**src/rtl/key_conditioner.sv**
```systemverilog
`default_nettype none
// ============================================================================
// key_conditioner : synchronise, debounce and pulse-encode active-low keys
// Rev 1.0
// ============================================================================
module key_conditioner #(
   parameter int NKEYS           = 2,
   parameter int DEBOUNCE_CYCLES = 1000000,
   parameter int LONG_CYCLES     = 50000000
) (
   input  logic             CLOCK_50,
   input  logic             RESETN,
   input  logic [NKEYS-1:0] KEY,
   output logic [NKEYS-1:0] KEY_LEVEL,
   output logic [NKEYS-1:0] KEY_PRESS,
   output logic [NKEYS-1:0] KEY_RELEASE,
   output logic [NKEYS-1:0] KEY_LONG
);

   localparam int DW = $clog2(DEBOUNCE_CYCLES);
   localparam int LW = $clog2(LONG_CYCLES + 1);

   localparam logic [DW-1:0] DEB_LAST  = DW'(DEBOUNCE_CYCLES - 1);
   localparam logic [DW-1:0] DEB_ONE   = DW'(1);
   localparam logic [LW-1:0] LONG_MAX  = LW'(LONG_CYCLES);
   localparam logic [LW-1:0] LONG_LAST = LW'(LONG_CYCLES - 1);
   localparam logic [LW-1:0] LONG_ONE  = LW'(1);

   typedef enum logic [1:0] {
      IDLE         = 2'd0,
      PRESS_WAIT   = 2'd1,
      HELD         = 2'd2,
      RELEASE_WAIT = 2'd3
   } state_t;

   generate
      for (genvar i = 0; i < NKEYS; i++) begin : g_key
         logic          sync_a;
         logic          sync_b;
         logic          pressed;
         state_t        state;
         logic [DW-1:0] deb_cnt;
         logic [LW-1:0] long_cnt;
         logic          level_q;
         logic          press_q;
         logic          rel_q;
         logic          long_q;

         // Raw key is active-low; pressed is the synchronised, active-high sample.
         assign pressed = ~sync_b;

         always_ff @(posedge CLOCK_50 or negedge RESETN) begin
            if (!RESETN) begin
               sync_a   <= 1'b1;
               sync_b   <= 1'b1;
               state    <= IDLE;
               deb_cnt  <= '0;
               long_cnt <= '0;
               level_q  <= 1'b0;
               press_q  <= 1'b0;
               rel_q    <= 1'b0;
               long_q   <= 1'b0;
            end else begin
               sync_a  <= KEY[i];
               sync_b  <= sync_a;
               press_q <= 1'b0;
               rel_q   <= 1'b0;
               long_q  <= 1'b0;

               case (state)
                  IDLE: begin
                     if (pressed) begin
                        state   <= PRESS_WAIT;
                        deb_cnt <= DEB_ONE;
                     end
                  end
                  PRESS_WAIT: begin
                     if (!pressed) begin
                        state   <= IDLE;
                        deb_cnt <= '0;
                     end else if (deb_cnt == DEB_LAST) begin
                        state    <= HELD;
                        deb_cnt  <= '0;
                        long_cnt <= '0;
                        press_q  <= 1'b1;
                        level_q  <= 1'b1;
                     end else begin
                        deb_cnt <= deb_cnt + DEB_ONE;
                     end
                  end
                  HELD: begin
                     // Saturating count gives exactly one long pulse per press.
                     if (long_cnt < LONG_MAX) begin
                        long_cnt <= long_cnt + LONG_ONE;
                     end
                     if (long_cnt == LONG_LAST) begin
                        long_q <= 1'b1;
                     end
                     if (!pressed) begin
                        state   <= RELEASE_WAIT;
                        deb_cnt <= DEB_ONE;
                     end
                  end
                  RELEASE_WAIT: begin
                     if (pressed) begin
                        state   <= HELD;
                        deb_cnt <= '0;
                     end else if (deb_cnt == DEB_LAST) begin
                        state   <= IDLE;
                        deb_cnt <= '0;
                        rel_q   <= 1'b1;
                        level_q <= 1'b0;
                     end else begin
                        deb_cnt <= deb_cnt + DEB_ONE;
                     end
                  end
                  default: begin
                     state <= IDLE;
                  end
               endcase
            end
         end

         assign KEY_LEVEL[i]   = level_q;
         assign KEY_PRESS[i]   = press_q;
         assign KEY_RELEASE[i] = rel_q;
         assign KEY_LONG[i]    = long_q;
      end
   endgenerate

endmodule
`default_nettype wire

```
**config.mk**
```make
export PLATFORM = sky130hd
export DESIGN_NAME = key_conditioner
export DESIGN_NICKNAME = d
export VERILOG_FILES = /design/src/rtl/key_conditioner.sv
export SDC_FILE = /design/constraint.sdc
export NUM_CORES = 1
export LEC_CHECK = 0
export ABC_CLOCK_PERIOD_IN_PS = 3300
export CAP_MARGIN = 5
export CORE_MARGIN = 3
export CORE_UTILIZATION = 39
export DETAILED_ROUTE_END_ITERATION = 10
export REMOVE_ABC_BUFFERS = 1
export SETUP_SLACK_MARGIN = 0.1
export SYNTH_ARGS = -nofsm -noshare
export SYNTH_HDL_FRONTEND = slang
export SYNTH_SLANG_ARGS = --single-unit
```
**constraint.sdc**
```tcl
create_clock -name CLOCK_50 -period 3.3 [get_ports CLOCK_50]
set_input_delay 0.66 -clock CLOCK_50 [delete_from_list [all_inputs] [get_ports CLOCK_50]]
set_output_delay 0.66 -clock CLOCK_50 [all_outputs]
set_load 0.02 [all_outputs]
```
---- After elaboration in Yosys (flattened, before gate mapping) ----
Index checks and enable logic that the tools add are counted.
word-level totals
  flip-flop bits (word level) ............. 108
  input bits .............................. 4
operators by class
  multiplexer cells ....................... 58
  reduce and logical (&&, ||, !) cells .... 14
  $lt $le $gt $ge ......................... 2
  equal/unequal tests ..................... 28
  add/subtract/negate cells ............... 4
operators with widths
  kind                                                              number
  20-bit two-way mux                                                10
  20-bit one-hot mux with 4 select lines                            2
  26-bit two-way mux                                                6
  26-bit one-hot mux with 2 select lines                            2
  26-bit by 1-bit adder with 26-bit output (second input constant)  2
  26-bit == test (second input constant)                            2
  26-bit less-than comparator (second input constant)               2
  20-bit by 1-bit adder with 20-bit output (second input constant)  2
  20-bit == test (second input constant)                            2
  2-bit != test (second input constant)                             14
  2-bit two-way mux                                                 12
  1-bit two-way mux                                                 22
  2-bit one-hot mux with 4 select lines                             2
  4-bit AND reduction                                               4
  3-bit != test (second input constant)                             4
  5-bit AND reduction                                               2
  2-bit == test (second input constant)                             4
  2-bit nonzero test                                                4
  2-bit by 1-bit == test with 1-bit output (second input constant)  2
  2-bit logical NOT                                                 2
  1-bit one-hot mux with 2 select lines                             2
  2-bit AND reduction                                               2

---- Longest topological paths before layout ----
Gate-level depths: netlist (run 1).
  depth after elaboration ................. 4
  gate-level depth with buffers ........... 8
  depth with buffers taken out ............ 6

---- Worst setup path after synthesis (run 1) ----
OpenSTA, ideal clock, no wires.
  kind .................................... register -> register
  from .................................... register g_key[1].deb_cnt[0]
  to ...................................... register g_key[1].deb_cnt[16]
  clock period less this slack ............ 1.972 ns
  stages on the path, launching flop included .. 9
  arrival time ............................ 1.890 ns
  slack ................................... 1.328 ns
  cells stage by stage .................... dfrtp_1 ha_1 nand3_1 and4bb_1 a21oi_1 buf_2 buf_2 nand2_1 a31oi_1
on the way
  word-level cells in the longest chain between the ends .. 4
  elaborated cells between the ends (all ways) .. 6
ends and longest elaborated chain
  item                                                                               RTL line  source
  start: declaration                                                                 42        logic [DW-1:0] deb_cnt;
  start signal: assignment                                                           88        deb_cnt <= deb_cnt + DEB_ONE;
  start signal: assignment                                                           114       deb_cnt <= deb_cnt + DEB_ONE;
  20-bit by 1-bit adder with 20-bit output / 20-bit == test (equally long branches)  n/a
  20-bit two-way mux (*)                                                             81, 108
  20-bit two-way mux (on tied branches)                                              105, 78
  20-bit one-hot mux with 4 select lines (*)                                         70        case (state)
Every way passes the cells marked *; elsewhere a longest branch is shown, timed or not.
A chain may end at the register's enable or synchronous reset.

---- Worst setup path after layout (run 1) ----
  from .................................... register g_key[1].deb_cnt[0]
  to ...................................... register g_key[1].deb_cnt[4]
Same word-level chain as after synthesis.

==> results of run 1 <==
[registers in the layout, indices dropped and copies added, names as in the netlist, named ones only]
name and count:
g_key.sync_a 2, g_key.level_q 2, g_key.state 2, g_key.long_cnt 52, g_key.deb_cnt 40, g_key.long_q 2, g_key.rel_q 2, g_key.press_q 2
g_key.sync_b 2
[worst reg2reg max path: stages, from the launching register on]
cell                       delay, ns
sky130_fd_sc_hd__dfrtp_1        0.44
sky130_fd_sc_hd__ha_1           0.27
sky130_fd_sc_hd__nand3_1        0.15
sky130_fd_sc_hd__and4bb_1       0.25
sky130_fd_sc_hd__a21oi_2        0.55
sky130_fd_sc_hd__buf_4          0.33
sky130_fd_sc_hd__a41oi_1        0.14
sky130_fd_sc_hd__a31oi_1        0.15
[final timing paths]
path / startpoint / endpoint / cells after the start
hold / removal: RESETN / g_key[1].long_cnt[7] / 1
setup reg to reg: g_key[1].deb_cnt[0] / g_key[1].deb_cnt[4] / 7
max in group asynchronous: RESETN / g_key[0].sync_a / 2
hold reg to reg: g_key[0].sync_a / g_key[0].sync_b / 0
min in group CLOCK_50: g_key[0].sync_a / g_key[0].sync_b / 0
setup / recovery: g_key[1].deb_cnt[0] / g_key[1].deb_cnt[4] / 7
[metrics by stage]
stage / instances / hold slack [ns] / total power, W
2_1_floorplan: 621 / 0.345 / 0.00145
3_3_place_gp: 822 / 0.346 / 0.00151
3_5_place_dp: 822 / 0.347 / 0.00151
4_1_cts: 838 / 0.346 / 0.00257
5_1_grt: 838 / 0.361 / 0.00263
6_report: 838 / 0.316 / 0.00253
[cell usage in the layout (no fill, tap or decap), types with 3 or more instances in the layout]
| master | synthesis | layout |
|---|---|---|
| sky130_fd_sc_hd__a22o_1 | 9 | 9 |
| sky130_fd_sc_hd__nor2_1 | 36 | 36 |
| sky130_fd_sc_hd__dfrtp_1 | 104 | 104 |
| sky130_fd_sc_hd__mux2i_1 | 6 | 6 |
| sky130_fd_sc_hd__or3_1 | 20 | 20 |
| sky130_fd_sc_hd__clkdlybuf4s50_1 | 0 | 10 |
| sky130_fd_sc_hd__nand2_1 | 70 | 70 |
| sky130_fd_sc_hd__ha_1 | 5 | 5 |
| sky130_fd_sc_hd__xnor2_1 | 3 | 3 |
| sky130_fd_sc_hd__nand4_1 | 25 | 25 |
| sky130_fd_sc_hd__or4_1 | 20 | 20 |
| sky130_fd_sc_hd__nor4_1 | 7 | 7 |
| sky130_fd_sc_hd__or2_2 | 5 | 5 |
| sky130_fd_sc_hd__a41oi_1 | 3 | 3 |
| sky130_fd_sc_hd__a31oi_1 | 20 | 20 |
| sky130_fd_sc_hd__o21ai_1 | 9 | 9 |
| sky130_fd_sc_hd__nand3_1 | 40 | 40 |
| sky130_fd_sc_hd__clkbuf_16 | 0 | 9 |
| sky130_fd_sc_hd__o21ai_0 | 27 | 27 |
| sky130_fd_sc_hd__inv_1 | 19 | 19 |
| sky130_fd_sc_hd__a21oi_1 | 58 | 57 |
| sky130_fd_sc_hd__buf_4 | 8 | 7 |
| sky130_fd_sc_hd__dfstp_2 | 4 | 4 |
| sky130_fd_sc_hd__and3_1 | 13 | 13 |
| sky130_fd_sc_hd__o31ai_1 | 21 | 21 |
| sky130_fd_sc_hd__o211ai_1 | 12 | 12 |
| sky130_fd_sc_hd__nand2b_1 | 10 | 10 |
| sky130_fd_sc_hd__o21a_1 | 5 | 5 |
| sky130_fd_sc_hd__and2_1 | 6 | 6 |
| sky130_fd_sc_hd__nor3_1 | 18 | 18 |
| sky130_fd_sc_hd__a21o_1 | 6 | 6 |
| sky130_fd_sc_hd__and4_1 | 4 | 4 |
[power breakdown]
part | leakage [nW] | switching [W] | internal [W]
Clock | 0.136 | 0.000493 | 0.000555
Sequential | 1.48 | 0.0000331 | 0.00135
Combinational | 0.904 | 0.0000692 | 0.0000346
[cell type report]
class / count / area [um^2] / share of cell area [%]
Timing Repair Buffer: 17 / 153 / 2.39
Tap cell: 184 / 230 / 3.60
Multi-Input combinational cell: 494 / 2950 / 46.1
Clock buffer: 13 / 260 / 4.07
Sequential cell: 108 / 2710 / 42.3
Inverter: 19 / 71.3 / 1.12
Clock inverter: 3 / 21.3 / 0.333
[routing by layer]
layer / track usage [%] / part of all wire, %
met1: 22.5 / 48
met2: 26.1 / 48
met3: 2.51 / 2.9
met4: 5.74 / 1.4
met5: 0 / 0
[cells in the mapped netlist, drive strengths merged (3+ instances only)]
cell and number:
mux2i 6, o211ai 12, or4 20, and3 13, nand2b 10, a31oi 20, nor2 36, nor3 21
nand4 25, or2 5, inv 19, and2 6, or3 20, a41oi 3, nand3 41, o31ai 21
nor3b 3, dfrtp 104, o21a 5, and4 4, nand2 70, nor4 8, o21ai 37, dfstp 4
a21o 6, a21oi 58, buf 26, xnor2 3, clkbuf 8, ha 5, a22o 9
[logic make-up (layout without fill, tap and decap cells)]
| logic type | count (synthesis) | after routing |
|---|---|---|
| DFF | 108 | 108 |
| and+or+nand+nor | 294 | 294 |
| xor gates and xnor gates | 3 | 3 |
| buffers and inverters | 53 | 52 |
| AOI/OAI and AO/OA | 185 | 185 |
| muxes | 7 | 7 |
| adders and majority gates | 5 | 5 |
==> reports/summary.md, run 1 <==
For this design, the CTS-stage hold fixing added 0 buffers. The most used flip-flop cell after synthesis is sky130_fd_sc_hd__dfrtp_1. Synthesis-to-layout area growth: 8.17%. Entering global routing, the biggest net connects 48 pins. The total core area was 14700 um^2. The setup skew after layout was 0.00707 ns. At the end of the flow, the number of nets in the layout was 658. For this run, the slowest stage of the critical path takes 0.54 ns. The clock reaches the later pin of the worst-skew pair after 0.35 ns. The placer congestion estimate was 0.841. The final critical-path share of the clock period is 70.8%, and the signal arrival time at the worst endpoint is 2.61 ns.

Counting flops and latches in the post-synthesis netlist gives 108. The ratio of total power to cell area was 396 nW/um^2. Summed over all layers, the routed wires come to 12.9 mm. The count of yosys warnings during synthesis came out at 0. For the number of antenna violations at the first check in global routing, the log shows 0.

The headroom to the max-slew limit is 46.8%. Counting every sink on the clock net gives 108. The share of the synthesized area in the top cell type was 44.0%.

The logs give 0 for the post-CTS setup buffer count and 0 for the max-cap check violation count. Once placement finished, the instance area stood at 6110 um^2. Dividing the detail-routed wire length by the instance count gives 15.4 um. The flow ran to the end, and the final reports show no timing, DRC or antenna violations. The first detailed-routing pass ran for 5 iterations. Clock-pin slew was measured on the worst setup and hold paths at 0.07 ns.

After technology mapping, the gate count stands at 655. For this run the aggregate overflow at the end of global routing stands at 0. The worst setup path is captured at a register. The share of async-settable or async-resettable flops after synthesis is 100%, and the residual DRC count is 0.

The cell taking the most area after synthesis was sky130_fd_sc_hd__dfrtp_1. The run gives 0 as the number of failing hold endpoints at the final stage. Of the synthesized area, sequential elements account for 45.8%.

At the placement stage, the worst setup path has a slack of 0.979 ns. After synthesis, the largest family of logic cells by area is simple AND/OR/NAND/NOR gates. The logs give 6390 um^2 for the final cell area excluding filler cells and 4705 for the number of global-route vias before repair. After layout, the worst setup slack is 0.964 ns. In this design, the largest share of critical-path delay is due to compound AO/OA/AOI/OAI gates.

During placement, the flow inserted port buffers numbering 11. The layout cell share with drive strength beyond 1 was 7.03%; the worst path buffer plus inverter count was 1. For this block, the initial DRC count from the detailed router was 382. The slowest stage cell on the critical path was sky130_fd_sc_hd__a21oi_2. Setup violations remaining at the end of the flow were counted as 0. The effective utilization at floorplan is 40.2%. The tools report the number of CTS-inserted buffers as 9.

Synthesis instantiated 64 different standard cells from the library. The number of enable-type register cells in the synthesized netlist came out at 0. The end-of-flow core utilization came out at 43.5%. STA classifies the critical path startpoint as a register. In this run the remaining antenna-violating nets after routing total 0. The post-cts resize count was 0. From bottom edge to top edge, the die measures 129 um. The logs give 0 for the final-report max-slew violation count and 16.3% for the global-route total usage across every layer. In this run the deepest clock path goes through 2 buffers. Averaged over all synthesized cells, the footprint is 9.02 um^2.

The worst path in the final design needs a cycle of 2.34 ns, including I/O delays and setup. Summing the areas of all compound-gate instances in the mapped netlist gives 19.9% of the synthesized area. The detailed router placed 4931 vias in this run. Along the worst path, the maximum fanout reaches 17. The mapped netlist covers 5910 um^2. Setup repair after global routing left no endpoint under its margin.

The die covers 16700 um^2. Of the total synthesized cell area, the portion taken by AND, OR, NAND and NOR gates is 27.2%. Of the post-synthesis cell area, the part taken by muxes is 1.21%. The total number of placement rows is 44.

Setup slack on the worst reg-to-reg path comes out at 0.96 ns. TritonCTS built the clock tree. The synthesized netlist devotes 0.445% of its cell area to XOR and XNOR gates.

For the pin with the worst max-slew slack, the measured transition is 0.797 ns. Summed over all cells, the static leakage comes to 2.52 nW. The final antenna diode count is 0. Half-perimeter wire length after placement: 8.74 mm. The via-per-instance ratio was 5.88; the data required time of the worst path was 3.57 ns. The largest voltage drop on the vdd net was 0.197 mV. The min-delay analysis places its worst path in the category input pin to async pin. The critical path in this run is classified as register to register.

Number of placed I/O pins: 12. By area the synthesized netlist is led by sky130_fd_sc_hd__dfrtp_1, sky130_fd_sc_hd__a21oi_1, sky130_fd_sc_hd__nand2_1, sky130_fd_sc_hd__nand3_1, sky130_fd_sc_hd__o31ai_1. The first global-routing pass estimated 22.3 mm of wire. Of the total synthesized cell area, the portion taken by full adders, half adders and majority gates is 1.06%. Derived from the worst setup path, the maximum achievable clock frequency is 428 MHz.

The die is 129 um wide. The signal on the critical path passes through ha_1 -> nand3_1 -> and4bb_1 -> a21oi_2 -> buf_4 -> a41oi_1 -> a31oi_1. The tree is rooted in a sky130_fd_sc_hd__clkbuf_16.

The H-tree was split into 3 levels. Fill cells in the final layout number 1400. Adding up every negative setup slack in the final design gives 0 ns.
(Power assumes the default switching activity.)
==> run 2: changes to the inputs <==
Settings changed: ABC_CLOCK_PERIOD_IN_PS 3300 to 2180.
Clock period 3.3 ns to 2.18 ns, I/O delays scaled along.
==> run 2 against run 1 <==
  * Clock power is 45% higher
  * Wire length is 2.7% higher
  * Non-clock buffer count is 38 higher
  * Setup slack worse by 0.82 ns
  * Final cell count is 4.8% higher
  * Sequential power is 51% higher
==> reports/summary.md, run 2 (synthesis gave the netlist of run 1 again) <==
The final-report max-slew violation count was 0. For this block, the initial DRC count from the detailed router was 344. Counting cells, the worst reg-to-reg path comes to 6.

The H-tree level count was 3; the final critical-path share of the clock period was 93.2%. In this run the vertical extent of the chip is 129 um. By startpoint and endpoint, the worst setup path is classified as register to register. The top cell types in the final layout, fill and taps aside, are sky130_fd_sc_hd__dfrtp_1, sky130_fd_sc_hd__nand2_1, sky130_fd_sc_hd__a21oi_1.

Once placement completed, the tool counted placed cells totaling 852. Slowest stage cell on the critical path: sky130_fd_sc_hd__or4_1. In this run switching power makes up 23.1% of total power. The flip-flop count of the largest register after layout was 52; the total number of placement rows was 44. The final period demand of the worst path is 2.03 ns, and the post-route non-filler standard cell count is 878. The logs give 0.0191 ns for the final hold slack and 4 for the number of optimization iterations in the first detailed-route pass. The number of buffers added on ports works out to 11. The category of cells accounting for the largest share of critical-path delay was simple AND/OR/NAND/NOR gates. The logs give 14700 um^2 for the total core area and 0 for the final antenna diode count. Counting buffers and inverters, the worst setup path is 6 cells deep. For the remaining global-route overflow, the log shows 0. The tools report the met1 demand-to-capacity share in global routing as 22.4%. The number of failing hold endpoints at the final stage was 0.

For the global-route total usage across every layer, the log shows 16.5%. Setup slack on the worst reg-to-reg path comes out at 0.15 ns. Relative to the synthesized area, the layout overhead comes to 15.3%.

After detailed routing, the number of vias per cell comes to 5.86. The tightest min-delay check is of the input pin to async pin type. In the global route stage, met2 resource usage came out at 26.4%. Counting every sink on the clock net gives 108. Derived from the worst setup path, the maximum achievable clock frequency is 492 MHz. Summed over all cells, the static leakage comes to 2.73 nW. The routed design has 13.2 mm of wire. Entering global routing, the biggest net connects 49 pins. Signal arrival time at the worst endpoint: 2.32 ns. At the end of routability-driven placement, the weighted congestion stood at 0.831.

The tools report the total number of vias as 5141. The number of global-route vias before repair was 4931; the floorplan die width was 129 um. The final antenna-violating net count came out at 0. In the final layout, the registers with the most flip-flops are g_key.long_cnt x52, g_key.deb_cnt x40. The average routed wire per standard cell came out at 15.1 um. In this run the worst path has a maximum fanout of 5. Buffers inserted during clock tree synthesis total 9. The run finished with clean final reports.

The tools report the total setup violations reported at the end of the flow as 0. For this design the ratio of total power to cell area is 555 nW/um^2. TritonCTS built the clock tree. The global routing stage identified its most utilized layer as met2. The residual DRC count is 0. In this run the clock root is driven by a sky130_fd_sc_hd__clkbuf_16. The tools report the critical register-to-register path endpoint as g_key[1].long_cnt[16]. The logs give 0.388 mV for the largest voltage drop on the vdd net and 8.71 mm for the half-perimeter wire length after placement. The worst path buffer plus inverter count is 1, and the sum of internal, switching and leakage power is 0.00378 W. The tools report the global routing usage on met3 as 2.51%. Leaving out fill and tap cells, the most frequent cell in the layout is sky130_fd_sc_hd__dfrtp_1.

Combinational logic is responsible for 4.6% of the overall power. The worst setup slack after placement was 0.0636 ns. The longest individual stage delay on the worst path was 0.49 ns. The worst setup path is launched from a register. Clock-pin slew was measured on the worst setup and hold paths at 0.07 ns. In this run the worst setup path begins at g_key[1].long_cnt[7]. Walking the worst path, the cells encountered are nor3_4 -> o21ai_4 -> a311o_2 -> buf_4 -> or4_1 -> nand2_1. For the pin with the worst max-slew slack, the measured transition is 0.466 ns.

Effective utilization at floorplan: 40.2%. In this run the critical register-to-register path is launched from g_key[1].long_cnt[7]. The internal portion of the total power is 0.00291 W. The switching power of the nets came out at 0.000874 W.

Data on the critical path is required at its endpoint by 2.47 ns. The logs give 0.35 ns for the clock insertion delay at the later pin of the skew report and 0.147 ns for the worst setup slack after layout. Counting flops per register, the top entry is g_key.long_cnt.

In the final design database the tool counted 698 nets. The part of the total power dissipated in sequential elements was 55.2%; the layout cell share with drive strength beyond 1 was 14.6%. The area of the die was 16700 um^2; the headroom to the max-slew limit was 68.7%. Across the routed clock network, the largest skew measured is 0.00575 ns.

The logs give 0 for the number of antenna violations at the first check in global routing and 2 for the maximum root-to-sink buffer count. STA classifies the critical path endpoint as a register. Pin placement for this block handled 12 I/O pins. Cells fill 46.4% of the core in the end.

The clock network burns 40.3% of the power. The first global-routing pass estimated 22.8 mm of wire. Setup repair after global routing could not meet its margin everywhere. The tools report the max-cap check violation count as 0.
## run 2: cell count changes in the layout (fill, tap and decap cells not counted), moves of 3 or more
cell | previous run | this run
sky130_fd_sc_hd__a21oi_1 | 57 | 54
sky130_fd_sc_hd__a21oi_2 | 1 | 4
sky130_fd_sc_hd__buf_12 | 0 | 3
sky130_fd_sc_hd__buf_4 | 7 | 41
sky130_fd_sc_hd__nor3_1 | 18 | 15
sky130_fd_sc_hd__or4_1 | 20 | 17
sky130_fd_sc_hd__or4_4 | 0 | 3
## run 2: metrics by stage
| stage | TNS, ns | cell area, um^2 |
|---|---|---|
| after floorplan | -14.19 | 5730 |
| after global placement | 0 | 6370 |
| after detailed placement | 0 | 6370 |
| after CTS | 0 | 6660 |
| after global routing | 0 | 6820 |
| final | 0 | 6820 |
## run 2: per-layer routing
metal,vias to the layer above,part of all wire [%]
li1,2531,-
met3,13,2.4
met4,0,1.6
met1,2517,48
met2,80,48
met5,-,0
## run 2: how the worst max path moves through the flow
stage / slack (ns) / to
3_5_place_dp: 0.06 / g_key[1].long_cnt[21]
6_report: 0.15 / g_key[1].long_cnt[16]
3_3_place_gp: 0.11 / g_key[1].long_cnt[15]
5_1_grt: 0.04 / g_key[1].long_cnt[13]
4_1_cts: 0.11 / g_key[1].long_cnt[13]
2_1_floorplan: -0.48 / g_key[1].deb_cnt[15]
## run 2: what timing repair did
action,4_1_cts,5_1_grt
setup endpoints to repair,13,39
resized for setup,0,24
cloned,0,2
hold buffers,0,0
setup buffers,3,5
pin swaps,2,5
hold endpoints to repair,0,0
## run 2: worst register-to-register path: cells and delay by family, from the launching register on
kind / cells / cell delay [ns]
AND/OR/NAND/NOR: 3 / 0.82
AO/OA/AOI/OAI: 2 / 0.59
flip-flops: 1 / 0.41
buffers and inverters: 1 / 0.16
## run 2: layout make-up
type,instances,area (um^2)
clock buffers,14,254
clock inverters,2,10.0
fillers,1366,7880
inverters,19,71.3
multi-input cells,496,3060
flip-flops and latches,108,2710
well taps,184,230
repair buffers,55,479
## run 2: power groups by stage
stage                     clock network (W)  registers, W  logic [W]
after floorplan                           0       0.00212  0.0000863
after global placement                    0       0.00212   0.000170
after detailed placement                  0       0.00212   0.000175
after CTS                           0.00159       0.00209   0.000176
after global routing                0.00166       0.00209   0.000200
final                               0.00152       0.00209   0.000173
==> run 3: changes to the inputs <==
Settings changed: CORE_UTILIZATION 39 to 50, PLACE_DENSITY set to 0.66.
==> run 3 against run 2 <==
  * Setup slack improved by 0.026 ns
  * Sequential share of layout area increased by 0.38 points
  * Largest power group unchanged
  * Combinational power about the same
  * Final cell count decreased by 5.4%
  * Clock-buffer cell count decreased by 3
  * Clock skew decreased by 0.0020 ns
  * Hold slack improved by 0.0085 ns
  * Critical path depth increased by 1
  * Non-clock buffer count decreased by 6
  * First-iteration DRC count increased by 2.6%
==> reports/summary.md, run 3 (synthesis gave the netlist of run 1 again) <==
The run finished with clean final reports. The class of the worst hold path is input pin to async pin. For the sum of internal, switching and leakage power, the log shows 0.00403 W. The register with the most flip-flops in the final layout is g_key.long_cnt.

The relative contribution of the clock network to total power was 43.9%; the wire length of the first global-routing pass was 22.1 mm. For this configuration, the core starts out at a cell density of 51.5%. The floorplan has 39 rows. Total number of vias: 5119.

The leading cell type in the layout, fill and taps excluded was sky130_fd_sc_hd__dfrtp_1. The ratio of total power to cell area is 597 nW/um^2. The total core area is 11500 um^2. Of the available clock period, the critical path in the final layout requires 92.0%. The average routed wire per standard cell works out to 15.7 um.

Setup repair after global routing could not meet its margin everywhere. TritonCTS built the clock tree. Combinational fraction of design power: 4.3%.

The tools report the setup skew after layout as 0.00372 ns. The remaining global-route overflow came out at 0. The tools report the final-report max-slew violation count as 0. The top cell types in the final layout, fill and taps aside, are sky130_fd_sc_hd__dfrtp_1, sky130_fd_sc_hd__nand2_1, sky130_fd_sc_hd__a21oi_1. The type of element capturing the critical path was a register. The final antenna-violating net count came out at 0. Of the cells placed in the final design, the portion with a size suffix greater than 1 is 13.5%. Subtracting the final worst setup slack from the clock period gives 2.01 ns. The die boundary height was 115 um; the data required time of the worst path was 2.44 ns. The cell sitting at the root of the clock tree is a sky130_fd_sc_hd__clkbuf_16.

The clock tree synthesis step divided the H-tree into 3 levels. The clock net in this run drives a total of 108 sinks. OpenSTA, run right after detailed placement, puts the worst setup slack at 0.0430 ns.

In this run, CTS created clock tree buffers numbering 9. The run gives 0 as the final antenna diode count. Number of antenna violations at the first check in global routing: 0.

In the global route stage, overall resource usage came out at 20.5%. The detailed router finished its first iteration with 353 violations. The part of the total power dissipated in sequential elements came out at 51.8%. The run gives 0.000896 W as the switching power of the nets. With fillers left out, the area of the finished cells amounts to 6750 um^2. The number of failing hold endpoints at the final stage was 0. Using the TritonRoute via totals, the vias-per-cell ratio works out to 6.16. For this run, the detailed router's first-pass iteration total came to 5. Based on the critical path, the design can be clocked at up to 498 MHz. The final layout contains routed wiring with a total length of 13.1 mm. Relative to the synthesized area, the layout overhead comes to 14.2%.

At the pin with the least slew margin, the transition time is 0.499 ns. Hold repair after CTS inserted 0 buffers. The half-perimeter wire length after placement is 8.77 mm, and the number of buffers added on ports is 11. In this run the tightest slew margin relative to its limit is 66.5%.

Data arrives at the worst endpoint at 2.27 ns. The kind of critical path was register to register. The register with the most flip-flops in the layout has 52 of them. The largest registers in the layout are g_key.long_cnt x52, g_key.deb_cnt x40.

The total setup violations reported at the end of the flow is 0, and the number of placed I/O pins is 12. The cell area reported after detailed placement came out at 6310 um^2. The cell count after placement was 811.

Routability-driven placement finished with a final weighted congestion of 0.829. Across the run, the number of max-cap violations was 0. The switching share of power works out to 22.2%. STA classifies the critical path startpoint as a register. VDD sags by at most 0.539 mV.

The largest net degree at the start of global routing was 33; the cell leakage power was 2.73 nW. The clock edge transition at the registers on the reported setup and hold paths is 0.07 ns. In this run the horizontal extent of the chip is 115 um.

The worst setup slack after layout is 0.173 ns, and the area of the die is 13200 um^2. The number of global-route vias before repair is 4727, and the maximum root-to-sink buffer count is 2. The internal portion of the total power is 0.00314 W.

The aggregate negative setup slack was 0 ns; the highest fanout seen on the critical path was 26. The count of cells in the finished layout, fillers not included, comes to 831. After detailed routing, the number of remaining DRC violations is 0. The clock reaches the later pin of the worst-skew pair after 0.35 ns. At the end of the flow, the number of nets in the layout was 692.
==> run 3: metal layers <==
metal | up-vias | wire length [um] | GRT usage (%)
li1 | 2531 | - | -
met2 | 87 | 6080 | 31.9
met5 | - | 0 | 0
met1 | 2485 | 6280 | 28.6
met3 | 16 | 526 | 5.29
met4 | 0 | 174 | 5.40
==> run 3: layout make-up <==
type,instances,area [um^2]
Timing Repair Buffer,49,429
Fill cell,1012,4720
Tap cell,143,179
Inverter,19,71.3
Multi-Input combinational cell,496,3040
Sequential cell,108,2710
Clock inverter,5,75.1
Clock buffer,11,243
==> run 3: worst max-delay path: stages (launching register included) <==
cell and delay, ns:
sky130_fd_sc_hd__dfrtp_1 0.41, sky130_fd_sc_hd__nand4_1 0.23, sky130_fd_sc_hd__buf_4 0.21, sky130_fd_sc_hd__or3_1 0.38, sky130_fd_sc_hd__o211ai_1 0.15, sky130_fd_sc_hd__buf_6 0.24, sky130_fd_sc_hd__o21ai_0 0.11, sky130_fd_sc_hd__a21oi_1 0.18
==> run 3: through the flow <==
stage / hold slack, ns / utilization [%]
CTS: 0.0392 / 57.8
global placement: 0.346 / 55.0
detailed placement: 0.350 / 55.0
finish: 0.0276 / 58.8
global route: 0.0532 / 58.8
floorplan: 0.140 / -
==> run 3: what timing repair did <==
item	in CTS	in global routing
resized for setup	0	20
buffers inserted	0	2
gates cloned	0	2
pin swaps	1	5
setup endpoints to repair	4	47
==> run 3: path summary, 6_finish.rpt <==
path | cells past startpoint | startpoint | slack (ns) | endpoint
setup / recovery | 7 | g_key[0].long_cnt[21] | 0.17 | g_key[0].long_cnt[10]
hold / removal | 1 | RESETN | 0.03 | g_key[1].deb_cnt[5]
setup reg to reg | 7 | g_key[0].long_cnt[21] | 0.17 | g_key[0].long_cnt[10]
hold reg to reg | 0 | g_key[1].sync_a | 0.36 | g_key[1].sync_b
max in group asynchronous | 2 | RESETN | 1.47 | g_key[0].sync_a
min in group CLOCK_50 | 0 | g_key[1].sync_a | 0.36 | g_key[1].sync_b
==> run 3: power by group through the flow <==
stage	logic, W	clock network, W	registers, W
finish	0.000172	0.00177	0.00209
CTS	0.000174	0.00183	0.00209
floorplan	0.0000863	0	0.00212
global placement	0.000167	0	0.00212
global route	0.000201	0.00189	0.00210
detailed placement	0.000174	0	0.00213
